**src/rtl/decode_scoreboard_stage_pkg.sv**
```systemverilog
// Shared definitions for the decode/scoreboard stage: instruction field
// positions, drain FSM encoding and the scoreboard counter sizing rule.
package decode_scoreboard_stage_pkg;

    localparam int RS_LSB    = 21;
    localparam int RT_LSB    = 16;
    localparam int RD_LSB    = 11;
    localparam int SHAMT_LSB = 6;
    localparam int FUNC_LSB  = 0;
    localparam int FUNC_W    = 6;
    localparam int INM_LSB   = 0;
    localparam int INM_W     = 16;

    typedef enum logic [1:0] {
        RUN    = 2'd0,
        DRAIN  = 2'd1,
        HALTED = 2'd2
    } state_t;

    // A counter must hold the longest latency, which is the load latency.
    function automatic int sb_cnt_width(input int load_lat);
        return (load_lat < 1) ? 1 : $clog2(load_lat + 1);
    endfunction

endpackage

```
**src/rtl/decode_scoreboard_stage_reg_scoreboard.sv**
```systemverilog
// Per-register latency scoreboard: one down-counter per architectural
// register, loaded when a writer issues and drained once per enabled cycle.
module decode_scoreboard_stage_reg_scoreboard
    import decode_scoreboard_stage_pkg::*;
#(
    parameter int NB_REG   = 5,
    parameter int ALU_LAT  = 2,
    parameter int LOAD_LAT = 3
) (
    input  logic              clock,
    input  logic              reset,
    input  logic              enable,
    input  logic              load_en,
    input  logic [NB_REG-1:0] load_reg,
    input  logic              load_is_mem,
    input  logic [NB_REG-1:0] rs,
    input  logic [NB_REG-1:0] rt,
    output logic              busy_rs,
    output logic              busy_rt,
    output logic              all_clear
);

    localparam int N_REGS = 2 ** NB_REG;
    localparam int CNT_W  = sb_cnt_width(LOAD_LAT);
    localparam logic [CNT_W-1:0] ALU_CNT  = CNT_W'(ALU_LAT);
    localparam logic [CNT_W-1:0] LOAD_CNT = CNT_W'(LOAD_LAT);

    logic [CNT_W-1:0] count [N_REGS];

    // NOTE: these counters gate issue right after reset, so unlike a data
    // array they must be cleared; the loop resets every entry.
    // NOTE: sequential state uses <= so all counters update from pre-edge values.
    always_ff @(posedge clock) begin
        if (reset) begin
            for (int r = 0; r < N_REGS; r++) begin
                count[r] <= '0;
            end
        end else if (enable) begin
            // Register 0 is never written, so its counter stays at zero.
            for (int r = 1; r < N_REGS; r++) begin
                if (load_en && load_reg == NB_REG'(r)) begin
                    count[r] <= load_is_mem ? LOAD_CNT : ALU_CNT;
                end else if (count[r] != '0) begin
                    count[r] <= count[r] - CNT_W'(1);
                end
            end
        end
    end

    assign busy_rs = (count[rs] != '0);
    assign busy_rt = (count[rt] != '0);

    // NOTE: every signal written in always_comb gets a default first, so no
    // path can leave it unassigned and infer a latch.
    always_comb begin
        all_clear = 1'b1;
        for (int r = 0; r < N_REGS; r++) begin
            if (count[r] != '0) begin
                all_clear = 1'b0;
            end
        end
    end

endmodule

```
**src/rtl/decode_scoreboard_stage.sv**
```systemverilog
// ID stage with per-register latency scoreboard, N-source operand forwarding,
// early branch resolution and a halt-drain FSM feeding the ID/EX register.
module decode_scoreboard_stage
    import decode_scoreboard_stage_pkg::*;
#(
    parameter int NB_DATA  = 32,
    parameter int NB_REG   = 5,
    parameter int NB_ADDR  = 32,
    parameter int N_FWD    = 2,
    parameter int ALU_LAT  = 2,
    parameter int LOAD_LAT = 3,
    parameter int NB_CTRL  = 16
) (
    input  logic                     i_clock,
    input  logic                     i_reset,
    input  logic                     i_enable,
    input  logic                     i_valid,
    input  logic                     i_flush,
    input  logic [31:0]              i_instruction,
    input  logic [NB_ADDR-1:0]       i_pc,
    input  logic [NB_CTRL-1:0]       i_ctrl,
    input  logic                     i_is_load,
    input  logic                     i_reg_write,
    input  logic                     i_use_rs,
    input  logic                     i_use_rt,
    input  logic                     i_beq,
    input  logic                     i_bne,
    input  logic                     i_jump,
    input  logic                     i_jr,
    input  logic                     i_halt,
    input  logic [NB_REG-1:0]        i_dest,
    input  logic [NB_DATA-1:0]       i_data_ra,
    input  logic [NB_DATA-1:0]       i_data_rb,
    input  logic [N_FWD-1:0]         i_fwd_valid,
    input  logic [N_FWD*NB_REG-1:0]  i_fwd_reg,
    input  logic [N_FWD*NB_DATA-1:0] i_fwd_data,
    output logic                     o_valid,
    output logic [NB_CTRL-1:0]       o_ctrl,
    output logic [NB_REG-1:0]        o_rs,
    output logic [NB_REG-1:0]        o_rt,
    output logic [NB_REG-1:0]        o_dest,
    output logic [NB_REG-1:0]        o_shamt,
    output logic [5:0]               o_function,
    output logic [NB_DATA-1:0]       o_data_ra,
    output logic [NB_DATA-1:0]       o_data_rb,
    output logic [NB_DATA-1:0]       o_inm_ext,
    output logic                     o_pc_write,
    output logic                     o_IF_ID_write,
    output logic                     o_branch_taken,
    output logic [NB_ADDR-1:0]       o_target,
    output logic                     o_halt
);

    logic [NB_REG-1:0]  rs;
    logic [NB_REG-1:0]  rt;
    logic [NB_REG-1:0]  shamt;
    logic [FUNC_W-1:0]  func;
    logic [NB_DATA-1:0] inm_ext;
    logic [NB_DATA-1:0] op_a;
    logic [NB_DATA-1:0] op_b;
    logic               hit_a;
    logic               hit_b;
    logic               busy_rs;
    logic               busy_rt;
    logic               all_clear;
    logic               ready_rs;
    logic               ready_rt;
    logic               stall;
    logic               run;
    logic               go;
    logic               issue;
    logic               track_write;
    logic               eq;
    logic               take;
    state_t             state;

    assign rs      = i_instruction[RS_LSB +: NB_REG];
    assign rt      = i_instruction[RT_LSB +: NB_REG];
    assign shamt   = i_instruction[SHAMT_LSB +: NB_REG];
    assign func    = i_instruction[FUNC_LSB +: FUNC_W];
    assign inm_ext = NB_DATA'($signed(i_instruction[INM_LSB +: INM_W]));

    always_comb begin
        op_a  = i_data_ra;
        op_b  = i_data_rb;
        hit_a = 1'b0;
        hit_b = 1'b0;
        // Walk oldest to youngest so the lowest-index hit is the one that sticks.
        for (int k = N_FWD - 1; k >= 0; k--) begin
            if (i_fwd_valid[k] && rs != '0 && i_fwd_reg[k*NB_REG +: NB_REG] == rs) begin
                op_a  = i_fwd_data[k*NB_DATA +: NB_DATA];
                hit_a = 1'b1;
            end
            if (i_fwd_valid[k] && rt != '0 && i_fwd_reg[k*NB_REG +: NB_REG] == rt) begin
                op_b  = i_fwd_data[k*NB_DATA +: NB_DATA];
                hit_b = 1'b1;
            end
        end
    end

    decode_scoreboard_stage_reg_scoreboard #(
        .NB_REG   (NB_REG),
        .ALU_LAT  (ALU_LAT),
        .LOAD_LAT (LOAD_LAT)
    ) u_scoreboard (
        .clock       (i_clock),
        .reset       (i_reset),
        .enable      (i_enable),
        .load_en     (track_write),
        .load_reg    (i_dest),
        .load_is_mem (i_is_load),
        .rs          (rs),
        .rt          (rt),
        .busy_rs     (busy_rs),
        .busy_rt     (busy_rt),
        .all_clear   (all_clear)
    );

    assign ready_rs    = ~i_use_rs | (rs == '0) | ~busy_rs | hit_a;
    assign ready_rt    = ~i_use_rt | (rt == '0) | ~busy_rt | hit_b;
    assign stall       = i_valid & (~ready_rs | ~ready_rt);
    assign run         = (state == RUN);
    assign go          = i_enable & i_valid & ~stall & ~i_flush & run;
    assign issue       = go & ~i_halt;
    assign track_write = issue & i_reg_write & (i_dest != '0);

    assign eq   = (op_a == op_b);
    assign take = go & ((i_beq & eq) | (i_bne & ~eq) | i_jump | i_jr);

    always_comb begin
        o_target = '0;
        if (take) begin
            if (i_jr) begin
                o_target = NB_ADDR'(op_a);
            end else if (i_jump) begin
                o_target = NB_ADDR'(i_instruction);
            end else begin
                o_target = i_pc + NB_ADDR'(inm_ext);
            end
        end
    end

    assign o_branch_taken = take;
    assign o_pc_write     = i_enable & ~stall & run & ~(i_valid & i_halt);
    assign o_IF_ID_write  = o_pc_write;

    // Halt is taken as a bubble, then the pipe drains until every pending write has landed.
    always_ff @(posedge i_clock) begin
        if (i_reset) begin
            state  <= RUN;
            o_halt <= 1'b0;
        end else if (i_enable) begin
            case (state)
                RUN: begin
                    if (go && i_halt) begin
                        state <= DRAIN;
                    end
                end
                DRAIN: begin
                    if (all_clear) begin
                        state  <= HALTED;
                        o_halt <= 1'b1;
                    end
                end
                HALTED: begin
                    o_halt <= 1'b1;
                end
                default: begin
                    state <= RUN;
                end
            endcase
        end
    end

    always_ff @(posedge i_clock) begin
        if (i_reset) begin
            o_valid    <= 1'b0;
            o_ctrl     <= '0;
            o_rs       <= '0;
            o_rt       <= '0;
            o_dest     <= '0;
            o_shamt    <= '0;
            o_function <= '0;
            o_data_ra  <= '0;
            o_data_rb  <= '0;
            o_inm_ext  <= '0;
        end else if (i_enable) begin
            o_valid    <= issue;
            o_ctrl     <= issue ? i_ctrl : '0;
            o_rs       <= rs;
            o_rt       <= rt;
            o_dest     <= i_dest;
            o_shamt    <= shamt;
            o_function <= func;
            o_data_ra  <= op_a;
            o_data_rb  <= op_b;
            o_inm_ext  <= inm_ext;
        end
    end

endmodule

```
**config.mk**
```make
export PLATFORM = sky130hd
export DESIGN_NAME = decode_scoreboard_stage
export DESIGN_NICKNAME = d
export VERILOG_FILES = /design/src/rtl/decode_scoreboard_stage_pkg.sv /design/src/rtl/decode_scoreboard_stage_reg_scoreboard.sv /design/src/rtl/decode_scoreboard_stage.sv
export SDC_FILE = /design/constraint.sdc
export NUM_CORES = 1
export LEC_CHECK = 0
export CAP_MARGIN = 20
export CORE_MARGIN = 1
export CORE_UTILIZATION = 30
export DETAILED_ROUTE_END_ITERATION = 7
export PLACE_DENSITY = 0.61
export SYNTH_ARGS = -nofsm -noshare
export SYNTH_HDL_FRONTEND = slang
export SYNTH_SLANG_ARGS = --single-unit
```
**constraint.sdc**
```tcl
create_clock -name i_clock -period 6.5 [get_ports i_clock]
set_input_delay 1.3 -clock i_clock [delete_from_list [all_inputs] [get_ports i_clock]]
set_output_delay 1.3 -clock i_clock [all_outputs]
set_load 0.03 [all_outputs]
```
# Word-level counts from Yosys, hierarchy flattened
# Memory sizes are Yosys's and may differ from the RTL's.
# Cells that the tools add are included.
# op_classes
n_shift	0
div_mod_pow	0
mux	393
addsub	32
n_reduce_logical	83
n_eq_ne	40
n_lt_le_gt_ge	0
bitwise	99
n_mul	0
# op_table
op	n
1-bit 2-to-1 mux	319
32-bit 2-to-1 mux	7
2-bit 2-to-1 mux	64
5-bit equality test, second input constant	16
1-bit bitwise OR	72
2-bit nonzero test	35
2-bit by 1-bit subtractor with 2-bit output, second input constant	31
5-bit by 4-bit equality test with 1-bit output, second input constant	8
1-bit logical AND	40
32-bit adder	1
32-bit equality test	1
5-bit by 3-bit equality test with 1-bit output, second input constant	4
5-bit equality test	4
16-bit 2-to-1 mux	1
1-bit AND	15
5-bit nonzero test	3
1-bit inverter	12
5-bit by 2-bit equality test with 1-bit output, second input constant	2
5-bit logical NOT	2
2-bit case mux with 3 select lines	1
5-bit by 1-bit equality test with 1-bit output, second input constant	1
4-bit AND reduction	1
3-bit AND reduction	1
2-bit by 1-bit equality test with 1-bit output, second input constant	1
5 further kinds	5
# totals
rom_bits	0
ramBits	64
latch_bits	0
register_bits	126
n_memories	1
# mem_list
name	depth	width	read_ports	rd_clocked_by_memory_dff	wr	line_no	rtl
u_scoreboard.count	32	2	34	0	32	decode_scoreboard_stage_reg_scoreboard.sv:28	logic [CNT_W-1:0] count [N_REGS];

# Longest topological paths before layout
# An unclocked memory read counts as a cell.
# logic_depth
ltp_word	36
mapped_depth	16

# Modules after synthesis
# Synthesis repeated with hierarchy kept, for this count alone.
# hier_totals
cells_unflattened	1734
hier_area_um2	14191.1
# by_module_without_submodules
mod	area_each_um2	cells_each	seq_area_each_um2	n_inst
decode_scoreboard_stage	9414.0	1173	2302.2	1
decode_scoreboard_stage_reg_scoreboard	4777.1	561	1861.8	1

# Worst setup path before layout
# No wires, ideal clock.
# synth_timing
path_type	input port to output port
from	input i_instruction[22]
to	output o_target[5]
n_path_buf	2
path_slack_ns	0.556
cell_stages	13
arrival_ns	4.644
required_ns	5.200
cell_sequence	buf_2 or4_4 o211ai_2 nor2_4 buf_6 mux2i_2 a221o_1 a221oi_1 a2111oi_2 nand4_1 mux2i_1 nand2_2 a221oi_1
# synth_via
elab_chain_cells	15
elab_cells_between_ends	35
# synth_lines
item	line_no	rtl
from (decl)	decode_scoreboard_stage.sv:19	input logic [31:0] i_instruction,
branches (longest 14 deep; another with memory 32 x 2 bit)	n/a	
32-bit 2-to-1 mux *	decode_scoreboard_stage.sv:132	if (take) begin
to (decl)	decode_scoreboard_stage.sv:50	output logic [NB_ADDR-1:0] o_target,
# Mark *: on every way between the ends.

# Worst setup path in the final report
# layout_timing
from	input i_instruction[24]
to	output o_target[29]
# Same word-level chain as after synthesis.

==> impl_metrics.csv <==
group,metric,value,unit
setup_path,crit_start,"i_instruction[24]",
clocking,cts-root-buf,"clkbuf_16",
route,drt_iter0_drc,1384,
global_route,grtUsageTotal,0.254,
clocking,cts_max_level,4,
timing,slew_viol_final,0,
setup_path,crit_type,"input pin to output port",
setup_path,start_kind,"input pin",
power_and_ir_drop,power_frac_seq,0.341,
layout,final_core_util,0.447,
route,drt_wl_total,61.7,mm
timing,worst_pin_slew,1.12,ns
setup_path,r2r-end,"u_scoreboard.count[26][0]",
clocking,cts_hold_buf,0,
power_and_ir_drop,p_int,2.42,mW
synthesis,synth_top_family_by_area,"compound AO/OA/AOI/OAI gates",
timing,relSlewSlack,0.243,
status,status,"completed",
synthesis,synthArstFlopShare,0,
synthesis,syn_nets,1985,
synthesis,yosysTopAreaCell,"dfxtp_1",
power_and_ir_drop,combPwrFrac,0.357,
route,drtPass1Iterations,5,
synthesis,syn_area,13900,um2
synthesis,synth_commonest_cells,"nor2_1 (240), mux2i_1 (120), dfxtp_1 (115), nand2_1 (112), a21oi_1 (106)",
setup_path,reg2reg_from,"u_scoreboard.count[7][0]",
synthesis,yosys.area_share.adder,0.0571,
synthesis,synth_area_per_cell,8.29,um2
clocking,clk_latency,0.51,ns
floorplanning,core,45600,um2
floorplanning,die_x,218,um
synthesis,yosysMostFrequentCell,"nor2_1",
layout,syn_to_final_growth,46.2,%
hold_path,hp-class,"flip-flop to flip-flop",
power_and_ir_drop,p_switching,1.35,mW
route,via_per_inst,5.43,
global_route,antenna_found_initial,5,
global_route,grt_start_max_net_pins,99,
route,final_antenna_net_count,0,
layout,seqCellArea,4160,um2
clocking,clkTransAtPathRegs,0.07,ns
synthesis,yosysTopAreaCellShare,0.165,
layout,multi_input_area,9180,um2
placed_design,dp.final_hpwl,47.1,mm
hold_path,min_path_cells,2,
synthesis,synth_edf_count,62,
synthesis,synth-seq-cells,177,
clocking,clockBufferDepth,2,
setup_path,critPathSlowestCell,"or4_4",
setup_path,critPathRequiredTime,5.20,ns
power_and_ir_drop,p_leak,7.98,nW
route,drc,0,
setup_path,crit_path_max_incr_delay,0.48,ns
power_and_ir_drop,power.share.clock,0.302,
timing,max_freq,155,MHz
floorplanning,dieArea,47400,um2
layout,fill_cells,4472,
placed_design,dpl.cell_count,2661,
layout,finalNetCount,2406,
synthesis,synth_xor_area_frac,0.0496,
setup_path,ff2ff_setup_slack,2.56,ns
run,drv_cap,0,
clocking,cts_sinks,177,
floorplanning,rows,78,
setup_path,ff2ff_path_depth,12,
placed_design,portBuffers,413,
global_route,grt_overflow,0,
power_and_ir_drop,swShare,0.357,
route,wl_per_cell,22.7,um
timing,finalHoldWorstSlack,0.480,ns
synthesis,ys.flop_type,"dfxtp_1",
synthesis,ys_seq_area_frac,0.299,
setup_path,worstSetupEndpoint,"o_target[29]",
power_and_ir_drop,powerDensity,185,nW/um2
floorplanning,start_util,0.306,
layout,drive_above_1_share,0.157,
floorplanning,die_y,218,um
setup_path,crit_path_frequent_cell,"buf_4",
timing,skew,0.0223,ns
floorplanning,io_pins,414,
timing,grt_setup_unrepaired,"true",
clocking,tritoncts,"yes",
synthesis,muxShareOfSynthArea,0.124,
timing,post-route-period-util,0.994,
synthesis,synth_cells,1683,
setup_path,cp_cell_sequence,"clkdlybuf4s50_1, buf_4, or4_4, o211ai_4, buf_4, nor2_4, buf_4, mux2i_1, buf_4, o221ai_1, a221oi_1, a2111oi_4, nand4_1, mux2i_1, nand2_2, buf_12, buf_16, a21oi_1, buf_4",
power_and_ir_drop,ir_drop,0.170,mV
setup_path,cp.arrival,5.16,ns
setup_path,worstSetupEndpointType,"output port",
global_route,grt_pass1_vias,14100,
route,num_vias,14800,
layout,fin_cells,2718,
clocking,cts_buffers,17,
synthesis,synth_area_leaders,"dfxtp_1 (17%), edfxtp_1 (13%), mux2i_1 (8.6%)",
timing,period_minus_slack,6.46,ns
timing,final_hold_viol_count,0,
placed_design,gp_congestion,0.944,
timing,setup_viol_count_final,0,
synthesis,synth_compound_area_frac,0.212,
synthesis,synthSimpleGateAreaFrac,0.187,
synthesis,ys_types,69,
setup_path,crit_fanout,6,
global_route,grt_pass1_wl,89.3,mm
synthesis,yosysWarnings,0,
## worst max-delay path, delay by kind of cell
| kind | cells | cell delay, ns |
|---|---|---|
| muxes | 2 | 0.43 |
| and+or+nand+nor | 4 | 0.86 |
| AOI/OAI and AO/OA | 5 | 1.00 |
| buffers and inverters | 8 | 1.55 |
## cell type report
type | instances | area share
diodes | 1 | 0.000123
clock buffers | 18 | 0.0221
clock inverters | 14 | 0.00878
inverters | 76 | 0.0140
multi-input cells | 1289 | 0.450
flip-flops and latches | 177 | 0.204
well taps | 600 | 0.0368
repair buffers | 543 | 0.264
## metal layers
metal | share of wire | vias up | track usage
li1 | - | 6934 | -
met1 | 0.40 | 7079 | 0.310
met2 | 0.49 | 642 | 0.430
met3 | 0.079 | 93 | 0.0552
met4 | 0.036 | 6 | 0.101
met5 | 0.00070 | - | 0
## sequential cells by signal (all words and copies together), names as in the netlist
register	flops
o_ctrl	16
o_data_ra	32
o_data_rb	32
o_dest	5
o_function	5
o_halt	1
o_inm_ext	7
o_rs	5
o_rt	5
o_shamt	4
o_valid	1
state	2
u_scoreboard.count	62
## power groups by stage
stage	Combinational, mW	Clock, mW	Sequential (mW)
2_1_floorplan	0.665	0	1.38
3_3_place_gp	1.26	0	1.31
3_5_place_dp	1.28	0	1.31
4_1_cts	1.31	1.17	1.28
5_1_grt	1.43	1.21	1.29
6_report	1.34	1.14	1.28
## worst min path at each step
stage | from | endpoint | slack, ns
after CTS | o_data_rb[0] | o_data_rb[0] | 0.48
after detailed placement | o_data_rb[0] | o_data_rb[0] | 0.47
after floorplan | state[0] | state[0] | 0.53
final | o_data_rb[0] | o_data_rb[0] | 0.48
after global placement | o_data_rb[23] | o_data_rb[23] | 0.46
after global routing | o_data_rb[23] | o_data_rb[23] | 0.49
## timing repair
| action | 4_1_cts | 5_1_grt |
|---|---|---|
| gates resized for setup | 36 | 46 |
| pin swaps | 16 | 19 |
| gates cloned | 4 | 0 |
| setup buffers | 14 | 7 |
| setup endpoints to repair | 33 | 33 |
## placed cells by master, fill, tap and decap left out, types with 18 or more instances in the layout
| master | count |
|---|---|
| nand3_1 | 52 |
| buf_12 | 18 |
| clkbuf_16 | 18 |
| a211oi_1 | 26 |
| xnor2_1 | 58 |
| a31oi_1 | 21 |
| ha_1 | 62 |
| o21ai_0 | 84 |
| clkdlybuf4s50_1 | 367 |
| or2_2 | 21 |
| nand2_1 | 112 |
| edfxtp_1 | 62 |
| nor3_1 | 53 |
| mux2i_1 | 114 |
| nor2_1 | 236 |
| a22oi_1 | 19 |
| buf_4 | 131 |
| xor2_1 | 18 |
| o221ai_1 | 23 |
| a21oi_1 | 104 |
| nand2b_1 | 20 |
| a21o_1 | 39 |
| dfxtp_1 | 115 |
| inv_1 | 75 |
## logic make-up (layout without fill, tap and decap cells)
group	after synthesis	count (layout)
DFF	177	177
muxes	148	148
AOI/OAI and AO/OA	430	430
adders and majority gates	63	63
buffers and inverters	219	651
xor gates and xnor gates	79	79
and+or+nand+nor	567	569
other	0	1
## metrics by stage
stage	power (mW)	area [um2]	setup TNS, ns	setup WS (ns)
2_1_floorplan	2.04	13900	0	0.556
3_3_place_gp	2.57	19000	-5.24	-0.190
3_5_place_dp	2.59	19100	-4.87	-0.193
4_1_cts	3.77	20000	-0.0456	-0.0456
5_1_grt	3.93	20400	-1.50	-0.101
6_report	3.77	20400	0	0.0420
No activity file was read; power rests on OpenSTA's default activity.
